File: src/rtl/aesl_deadlock_report_ctrl.sv
// Sink of the deadlock-token protocol: confirms a stable returned token, elects a
// single origin process and either declares the deadlock or flushes a spurious search.
module aesl_deadlock_report_ctrl #(
  parameter int PROC_NUM       = 3,
  parameter int IDX_W          = 2,
  parameter int CONFIRM_CYCLES = 4,
  parameter int CLEAR_CYCLES   = 2
) (
  input  logic                dl_clock,
  input  logic                dl_reset,
  input  logic [PROC_NUM-1:0] dl_in_vec,
  input  logic                ap_done_reg_0,
  output logic                dl_detect_out,
  output logic [PROC_NUM-1:0] origin,
  output logic                token_clear,
  output logic                dl_report_valid,
  output logic [IDX_W-1:0]    dl_report_proc,
  output logic [31:0]         dl_detect_cycle
);

  localparam int CNT_W = (CONFIRM_CYCLES > 1) ? $clog2(CONFIRM_CYCLES) : 1;
  localparam int CLR_W = (CLEAR_CYCLES > 1) ? $clog2(CLEAR_CYCLES) : 1;
  localparam logic [CNT_W-1:0] CONFIRM_LAST = CNT_W'(CONFIRM_CYCLES - 1);
  localparam logic [CLR_W-1:0] CLEAR_LAST   = CLR_W'(CLEAR_CYCLES - 1);

  localparam logic [1:0] S_IDLE     = 2'd0;
  localparam logic [1:0] S_CONFIRM  = 2'd1;
  localparam logic [1:0] S_CLEAR    = 2'd2;
  localparam logic [1:0] S_DETECTED = 2'd3;

  logic [1:0]          state_q, state_d;
  logic [IDX_W-1:0]    cand_q, cand_d;
  logic [CNT_W-1:0]    cnt_q, cnt_d;
  logic [CLR_W-1:0]    clrCnt_q, clrCnt_d;
  logic [31:0]         cycle_q, cycle_d;
  logic                detect_q, detect_d;
  logic [PROC_NUM-1:0] origin_q, origin_d;
  logic                tokenClear_q, tokenClear_d;
  logic                valid_q, valid_d;
  logic [IDX_W-1:0]    proc_q, proc_d;
  logic [31:0]         detectCycle_q, detectCycle_d;

  logic [IDX_W-1:0]    lowIdx;
  logic                candBit;
  logic [PROC_NUM-1:0] candOneHot;

  // Priority pick of the lowest set index, plus decode of the candidate bit/one-hot.
  always_comb begin
    lowIdx     = '0;
    candBit    = 1'b0;
    candOneHot = '0;
    for (int i = PROC_NUM - 1; i >= 0; i--) begin
      if (dl_in_vec[i]) lowIdx = IDX_W'(i);
    end
    for (int i = 0; i < PROC_NUM; i++) begin
      if (IDX_W'(i) == cand_q) candBit = dl_in_vec[i];
      if (IDX_W'(i) == cand_d) candOneHot[i] = 1'b1;
    end
  end

  always_comb begin
    state_d  = state_q;
    cand_d   = cand_q;
    cnt_d    = cnt_q;
    clrCnt_d = clrCnt_q;
    case (state_q)
      S_IDLE: begin
        if ((|dl_in_vec) && !ap_done_reg_0) begin
          cand_d  = lowIdx;
          cnt_d   = CNT_W'(1);
          state_d = (CONFIRM_CYCLES == 1) ? S_DETECTED : S_CONFIRM;
        end
      end
      S_CONFIRM: begin
        if (!candBit || ap_done_reg_0) begin
          state_d  = S_CLEAR;
          clrCnt_d = '0;
        end else if (cnt_q == CONFIRM_LAST) begin
          state_d = S_DETECTED;
        end else begin
          cnt_d = cnt_q + 1'b1;
        end
      end
      S_CLEAR: begin
        if (clrCnt_q == CLEAR_LAST) state_d = S_IDLE;
        else                        clrCnt_d = clrCnt_q + 1'b1;
      end
      default: ;
    endcase
  end

  // Outputs are registered, so they are derived from the next state.
  always_comb begin
    cycle_d       = (&cycle_q) ? cycle_q : cycle_q + 32'd1;
    detect_d      = (state_d == S_DETECTED);
    valid_d       = (state_d == S_DETECTED) && (state_q != S_DETECTED);
    tokenClear_d  = (state_d == S_CLEAR);
    origin_d      = ((state_d == S_CONFIRM) || (state_d == S_DETECTED)) ? candOneHot : '0;
    proc_d        = valid_d ? cand_d : proc_q;
    detectCycle_d = valid_d ? cycle_q : detectCycle_q;
  end

  always_ff @(posedge dl_clock or negedge dl_reset) begin
    if (!dl_reset) begin
      state_q       <= S_IDLE;
      cand_q        <= '0;
      cnt_q         <= '0;
      clrCnt_q      <= '0;
      cycle_q       <= '0;
      detect_q      <= 1'b0;
      origin_q      <= '0;
      tokenClear_q  <= 1'b0;
      valid_q       <= 1'b0;
      proc_q        <= '0;
      detectCycle_q <= '0;
    end else begin
      state_q       <= state_d;
      cand_q        <= cand_d;
      cnt_q         <= cnt_d;
      clrCnt_q      <= clrCnt_d;
      cycle_q       <= cycle_d;
      detect_q      <= detect_d;
      origin_q      <= origin_d;
      tokenClear_q  <= tokenClear_d;
      valid_q       <= valid_d;
      proc_q        <= proc_d;
      detectCycle_q <= detectCycle_d;
    end
  end

  assign dl_detect_out   = detect_q;
  assign origin          = origin_q;
  assign token_clear     = tokenClear_q;
  assign dl_report_valid = valid_q;
  assign dl_report_proc  = proc_q;
  assign dl_detect_cycle = detectCycle_q;

endmodule

File: config.mk
export PLATFORM = sky130hd
export DESIGN_NAME = aesl_deadlock_report_ctrl
export DESIGN_NICKNAME = d
export VERILOG_FILES = /design/src/rtl/aesl_deadlock_report_ctrl.sv
export SDC_FILE = /design/constraint.sdc
export NUM_CORES = 1
export LEC_CHECK = 0
export ABC_AREA = 0
export CAP_MARGIN = 5
export CORE_MARGIN = 1
export CORE_UTILIZATION = 41
export DETAILED_ROUTE_END_ITERATION = 12
export PLACE_DENSITY = 0.7
export RECOVER_POWER = 100
export SLEW_MARGIN = 20
export SYNTH_ARGS = -nofsm -noshare
export SYNTH_HDL_FRONTEND = slang
export SYNTH_SLANG_ARGS = --single-unit
export TNS_END_PERCENT = 20
File: constraint.sdc
create_clock -name dl_clock -period 4 [get_ports dl_clock]
set_input_delay 0.6 -clock dl_clock [delete_from_list [all_inputs] [get_ports dl_clock]]
set_output_delay 0.6 -clock dl_clock [all_outputs]
set_load 0.05 [all_outputs]
==> flow_metrics.tcl, run 1 <==
set metrics [dict create \
    cts.path.max_buffers 2 \
    status "finished with violations" \
    regArea_sq_um 1980 \
    crit_type "flop to flop" \
    initial_core_util_pct 42.2 \
    clkSinkCount 79 \
    period_needed_ps 2840 \
    max_freq_mhz 352 \
    worstMarginPinSlew_ps 1890 \
    grt_pass1_vias 2159 \
    grt_overflow_total 0 \
    die_x_um 93.7 \
    slew_headroom_pct -26.1 \
    crit_required_ps 4210 \
    synth_nets 292 \
    cts_setup_buffers 0 \
    setup_violations 0 \
    area_growth_pct 18.9 \
    synthArstFlopShare_pct 100 \
    diodes 0 \
    nets 338 \
    gr-usage-all-layers_pct 14.9 \
    syn-instance-count 284 \
    peakVddDrop_mv 0.259 \
    ys.flop_type "dfrtp_1" \
    die_area_sq_um 8780 \
    ys_warn_count 0 \
    die_h_um 93.7 \
    cts_tree "done" \
    synth.top_cell.area_share_pct 57.3 \
    cts.clk_slew.worst_paths_ps 70 \
    finalMaxSlewViolations 91 \
    wl_um 5970 \
    netlist_area_sq_um 3450 \
    clock_skew_ps 6.76 \
    p_per_area_nw_per_um2 468 \
    multi_input_area_sq_um 1360 \
    stdcell_area_sq_um 4100 \
    vias 2289 \
    insertion_delay_ps 340 \
    synth_area_per_cell_sq_um 12.1 \
    vias_per_cell 5.24 \
    post-route-drc-count 0 \
    hold_viol 0 \
    startpoint_type "flop" \
    ys_types 45 \
    drt-pass1-iter-count 4 \
    cts_buffers 9 \
    core-area_sq_um 8180 \
    drt-wirelength-per-cell_um 13.6 \
    htreeDepth 3 \
    num_io_pins 46 \
    rsz0062_at_grt "no" \
    grt_max_degree 80 \
    ys_seq_area_share_pct 57.3 \
    maxCapViolCount 2 \
    synthTopCellsByArea "dfrtp_1, mux2_2, xor2_1" \
    place_area_sq_um 3970 \
    period_share_pct 71.0 \
    violations "capacitance limit, slew limit" \
    ys_ff_latch 79 \
    rows 33 \
    drive_above_1_share_pct 16.3 \
    root_buffer "clkbuf_8" \
    drt_iter0_markers 131 \
    place_congestion 0.837 \
    endpoint_kind "flop" \
    port-buffer-count 45 \
    critPathArrivalTime_ps 3050 \
    synth.largest_area_cell "dfrtp_1" \
    synth_edf_count 0 \
    crit_fanout 10 \
    hold_slack_ps 496 \
    antenna_left 0 \
    tns_ps 0 \
    cts_resized 0 \
    hpwl_um 4020 \
    power_leakage_nw 1.98 \
    min_path_type "flop to flop" \
    grt_pass1_wl_um 10100 \
    cts_hold_buf 0 \
    antenna_found_initial 0 \
    fillers 759 \
]
## report_power, final
group	internal (mW)	switching, mW
logic	0.161	0.330
clock network	0.230	0.254
registers	0.885	0.0599
total	1.28	0.644
## synthesized netlist by cell type, types with 4 or more instances
| cell type | instances |
|---|---|
| inv_1 | 6 |
| nand3_1 | 14 |
| nand4_1 | 17 |
| a21oi_1 | 7 |
| dfrtp_1 | 79 |
| xor2_1 | 14 |
| mux2_2 | 35 |
| nor3_1 | 9 |
| xnor2_1 | 12 |
| nand2_1 | 16 |
| nor2_1 | 18 |
| o21ai_0 | 5 |
| and4_1 | 4 |
## area by class of cell
type | instances | share of cell area [%]
flip-flops and latches | 79 | 48.2
multi-input cells | 188 | 33.3
repair buffers | 46 | 11.1
clock buffers | 11 | 3.45
well taps | 105 | 3.21
inverters | 6 | 0.549
clock inverters | 2 | 0.244
## registers in the layout, summed over array words and instances (netlist names)
register,count
state_q,2
cnt_q,2
token_clear,1
dl_detect_cycle,32
clrCnt_q,1
cycle_q,32
cand_q,2
dl_detect_out,1
dl_report_proc,2
dl_report_valid,1
origin,3
## cells in the final DEF, fill, tap and decap left out, types with 7 or more instances in the layout
cell type | Yosys | layout
a21oi_1 | 7 | 7
clkbuf_8 | 0 | 10
dfrtp_1 | 79 | 79
dlygate4sd3_1 | 0 | 42
mux2_2 | 35 | 35
nand2_1 | 16 | 16
nand3_1 | 14 | 14
nand4_1 | 17 | 17
nor2_1 | 18 | 18
nor3_1 | 9 | 9
xnor2_1 | 12 | 12
xor2_1 | 14 | 14
## logic make-up after synthesis
family	count (synthesis)	share of synthesized area (%)
fa+ha+maj	2	0.726
xor+xnor	26	6.60
mux	37	12.0
simple gates	101	16.6
buf+inv	17	2.68
compound gates	22	3.99
flops	79	57.3
## path summary, 6_finish.rpt
kind | start | end | slack, ps | depth (start not counted)
worst max-delay path | cycle_q[0] | cycle_q[19] | 1160 | 6
worst min-delay path | cycle_q[12] | cycle_q[12] | 500 | 1
worst max register to register | cycle_q[0] | cycle_q[19] | 1160 | 6
worst min register to register | cycle_q[12] | cycle_q[12] | 500 | 1
max in group asynchronous | dl_reset | dl_detect_cycle[23] | 2110 | 1
min in group asynchronous | dl_reset | dl_detect_cycle[17] | 750 | 1
## routing by layer
layer / vias to the layer above / global-route usage [%] / share of wire (%)
li1: 1105 / - / -
met1: 1105 / 20.8 / 49
met2: 72 / 22.4 / 45
met3: 7 / 3.64 / 4.5
met4: 0 / 5.90 / 1.5
met5: - / 0 / 0
## through the flow
| step | utilization, % | power (mW) | cells | setup slack (ps) |
|---|---|---|---|---|
| global placement | 48.5 | 1.46 | 424 | 1250 |
| finish | 50.1 | 1.92 | 437 | 1160 |
| detailed placement | 48.5 | 1.47 | 424 | 1170 |
| global route | 50.1 | 2.02 | 437 | 859 |
| floorplan | - | 1.31 | 284 | 1950 |
| CTS | 50.4 | 1.96 | 437 | 1540 |
## worst max-delay path: stages (launching register included)
cell	delay [ps]
dfrtp_1	420
ha_1	230
and3_1	230
nand3_1	150
nor4_1	1300
nor4b_1	160
xor2_1	210
(Power assumes the default switching activity.)
==> run 2: changes to the inputs <==
==> constraint.sdc (replaced) <==
create_clock -name dl_clock -period 2.87 [get_ports dl_clock]
set_input_delay 0.4305 -clock dl_clock [delete_from_list [all_inputs] [get_ports dl_clock]]
set_output_delay 0.4305 -clock dl_clock [all_outputs]
set_load 0.05 [all_outputs]
==> run 2 against run 1 <==
Against the previous run:
- the flow still finishes with violations (capacitance limit, slew limit)
- register-to-register slack lost 460 ps
- sequential power is 40% higher
- via count grew 1.3%
- wire length up 2.9%
- sequential cell count unchanged
- non-clock buffer count is the same
- die area stayed put
- clock power up 66%
- highest routed layer unchanged
==> flow_metrics.tcl, run 2 (synthesis gave the netlist of run 1 again) <==
set metrics [dict create \
    gr-usage-all-layers_pct 15.6 \
    grt_overflow_total 0 \
    diodes 0 \
    rows 33 \
    clock_skew_ps 8.25 \
    htreeDepth 3 \
    period_share_pct 80.9 \
    insertion_delay_ps 350 \
    port-buffer-count 45 \
    die_area_sq_um 8780 \
    drt-wirelength-per-cell_um 14.0 \
    cts_resized 0 \
    status "finished with violations" \
    grt_pass1_wl_um 10500 \
    slew_headroom_pct -26.6 \
    finalMaxSlewViolations 80 \
    vias 2319 \
    final_common_cell "dfrtp_1" \
    drt_iter0_markers 152 \
    wl_um 6140 \
    cts_buffers 9 \
    endpoint_kind "flop" \
    startpoint_type "input pin" \
    root_buffer "clkbuf_8" \
    antenna_found_initial 0 \
    drt-pass1-iter-count 4 \
    rsz0062_at_grt "no" \
    power_leakage_nw 2.01 \
    cpPeakStageDelay_ps 580 \
    core-area_sq_um 8180 \
    cpMaxStageDelayCell "dlygate4sd3_1" \
    final_cell_mix "dfrtp_1, dlygate4sd3_1, mux2_2" \
    dp.cells 424 \
    cts.path.max_buffers 2 \
    crit_fanout 35 \
    peakVddDrop_mv 0.333 \
    setup_violations 0 \
    p_per_area_nw_per_um2 674 \
    cts.clk_slew.worst_paths_ps 70 \
    drive_above_1_share_pct 16.7 \
    die_x_um 93.7 \
    antenna_left 0 \
    grt_max_degree 80 \
    die_h_um 93.7 \
    worstMarginPinSlew_ps 1900 \
    path_cells "dlygate4sd3_1 > mux2i_1 > o22ai_1 > nand2b_2 > nor3_1 > buf_12 > mux2_2" \
    vias_per_cell 5.27 \
    violations "capacitance limit, slew limit" \
    period_needed_ps 2320 \
    clkSinkCount 79 \
    place_congestion 0.841 \
    area_growth_pct 20.5 \
    maxCapViolCount 1 \
    tns_ps 0 \
    cts_tree "done" \
    crit_required_ps 3110 \
    fillers 745 \
    critPathArrivalTime_ps 2560 \
    min_path_type "flop to flop" \
    cts_hold_buf 0 \
    crit_type "input pin to flop" \
    post-route-drc-count 0 \
    nets 338 \
    hpwl_um 4120 \
    initial_core_util_pct 42.2 \
    num_io_pins 46 \
    hold_viol 0 \
    max_freq_mhz 430 \
    cts_setup_buffers 0 \
    fin_cells 440 \
    grt_pass1_vias 2165 \
]
-- run 2: cell types whose count changed in the layout (fill, tap and decap cells not counted), sizes merged --
cell    change
clkbuf      +1
clkinv      +1
bufinv      +1
-- run 2: worst paths after layout --
check	from	end	slack (ps)	cells after the start
worst max-delay path	dl_in_vec[0]	dl_detect_cycle[19]	550	7
worst min-delay path	cycle_q[12]	cycle_q[12]	490	1
worst max register to register	cycle_q[0]	cycle_q[19]	700	6
worst min register to register	cycle_q[12]	cycle_q[12]	490	1
max in group asynchronous	dl_reset	dl_detect_cycle[31]	1150	1
min in group asynchronous	dl_reset	dl_detect_cycle[22]	580	1
-- run 2: layout make-up --
class | instances | area, sq um | share of cell area [%]
Tap cell | 105 | 131 | 3.16
Clock buffer | 12 | 145 | 3.49
Sequential cell | 79 | 1980 | 47.6
Timing Repair Buffer | 46 | 465 | 11.2
Clock inverter | 4 | 45.0 | 1.08
Multi-Input combinational cell | 188 | 1370 | 32.9
Inverter | 6 | 22.5 | 0.542
-- run 2: report_power, final --
| part | total (mW) | internal (mW) | switching [mW] |
|---|---|---|---|
| sequential | 1.32 | 1.23 | 0.0840 |
| combinational | 0.680 | 0.225 | 0.455 |
| clock | 0.804 | 0.422 | 0.382 |
-- run 2: routing by layer --
layer | global-route usage (%) | share of wire (%) | wire length (um)
met1 | 21.5 | 47 | 2910
met4 | 9.23 | 2.7 | 168
met2 | 23.2 | 46 | 2830
met3 | 2.67 | 3.8 | 231
met5 | 0 | 0 | 0
-- run 2: worst max-delay path, delay by kind of cell --
kind | cells | cell delay [ps]
buffers and inverters | 2 | 850
muxes | 2 | 450
and+or+nand+nor | 2 | 500
AOI/OAI and AO/OA | 1 | 320
-- run 2: through the flow --
step / util, % / total power [mW] / hold WS, ps / worst slack [ps] / instance area, sq um
2_1_floorplan: - / 1.82 / 135 / 977 / 3450
3_3_place_gp: 48.7 / 2.04 / 484 / 449 / 3980
3_5_place_dp: 48.7 / 2.06 / 479 / 375 / 3980
4_1_cts: 51.0 / 2.87 / 275 / 698 / 4170
5_1_grt: 50.8 / 2.94 / 521 / 457 / 4150
6_report: 50.8 / 2.80 / 492 / 547 / 4150
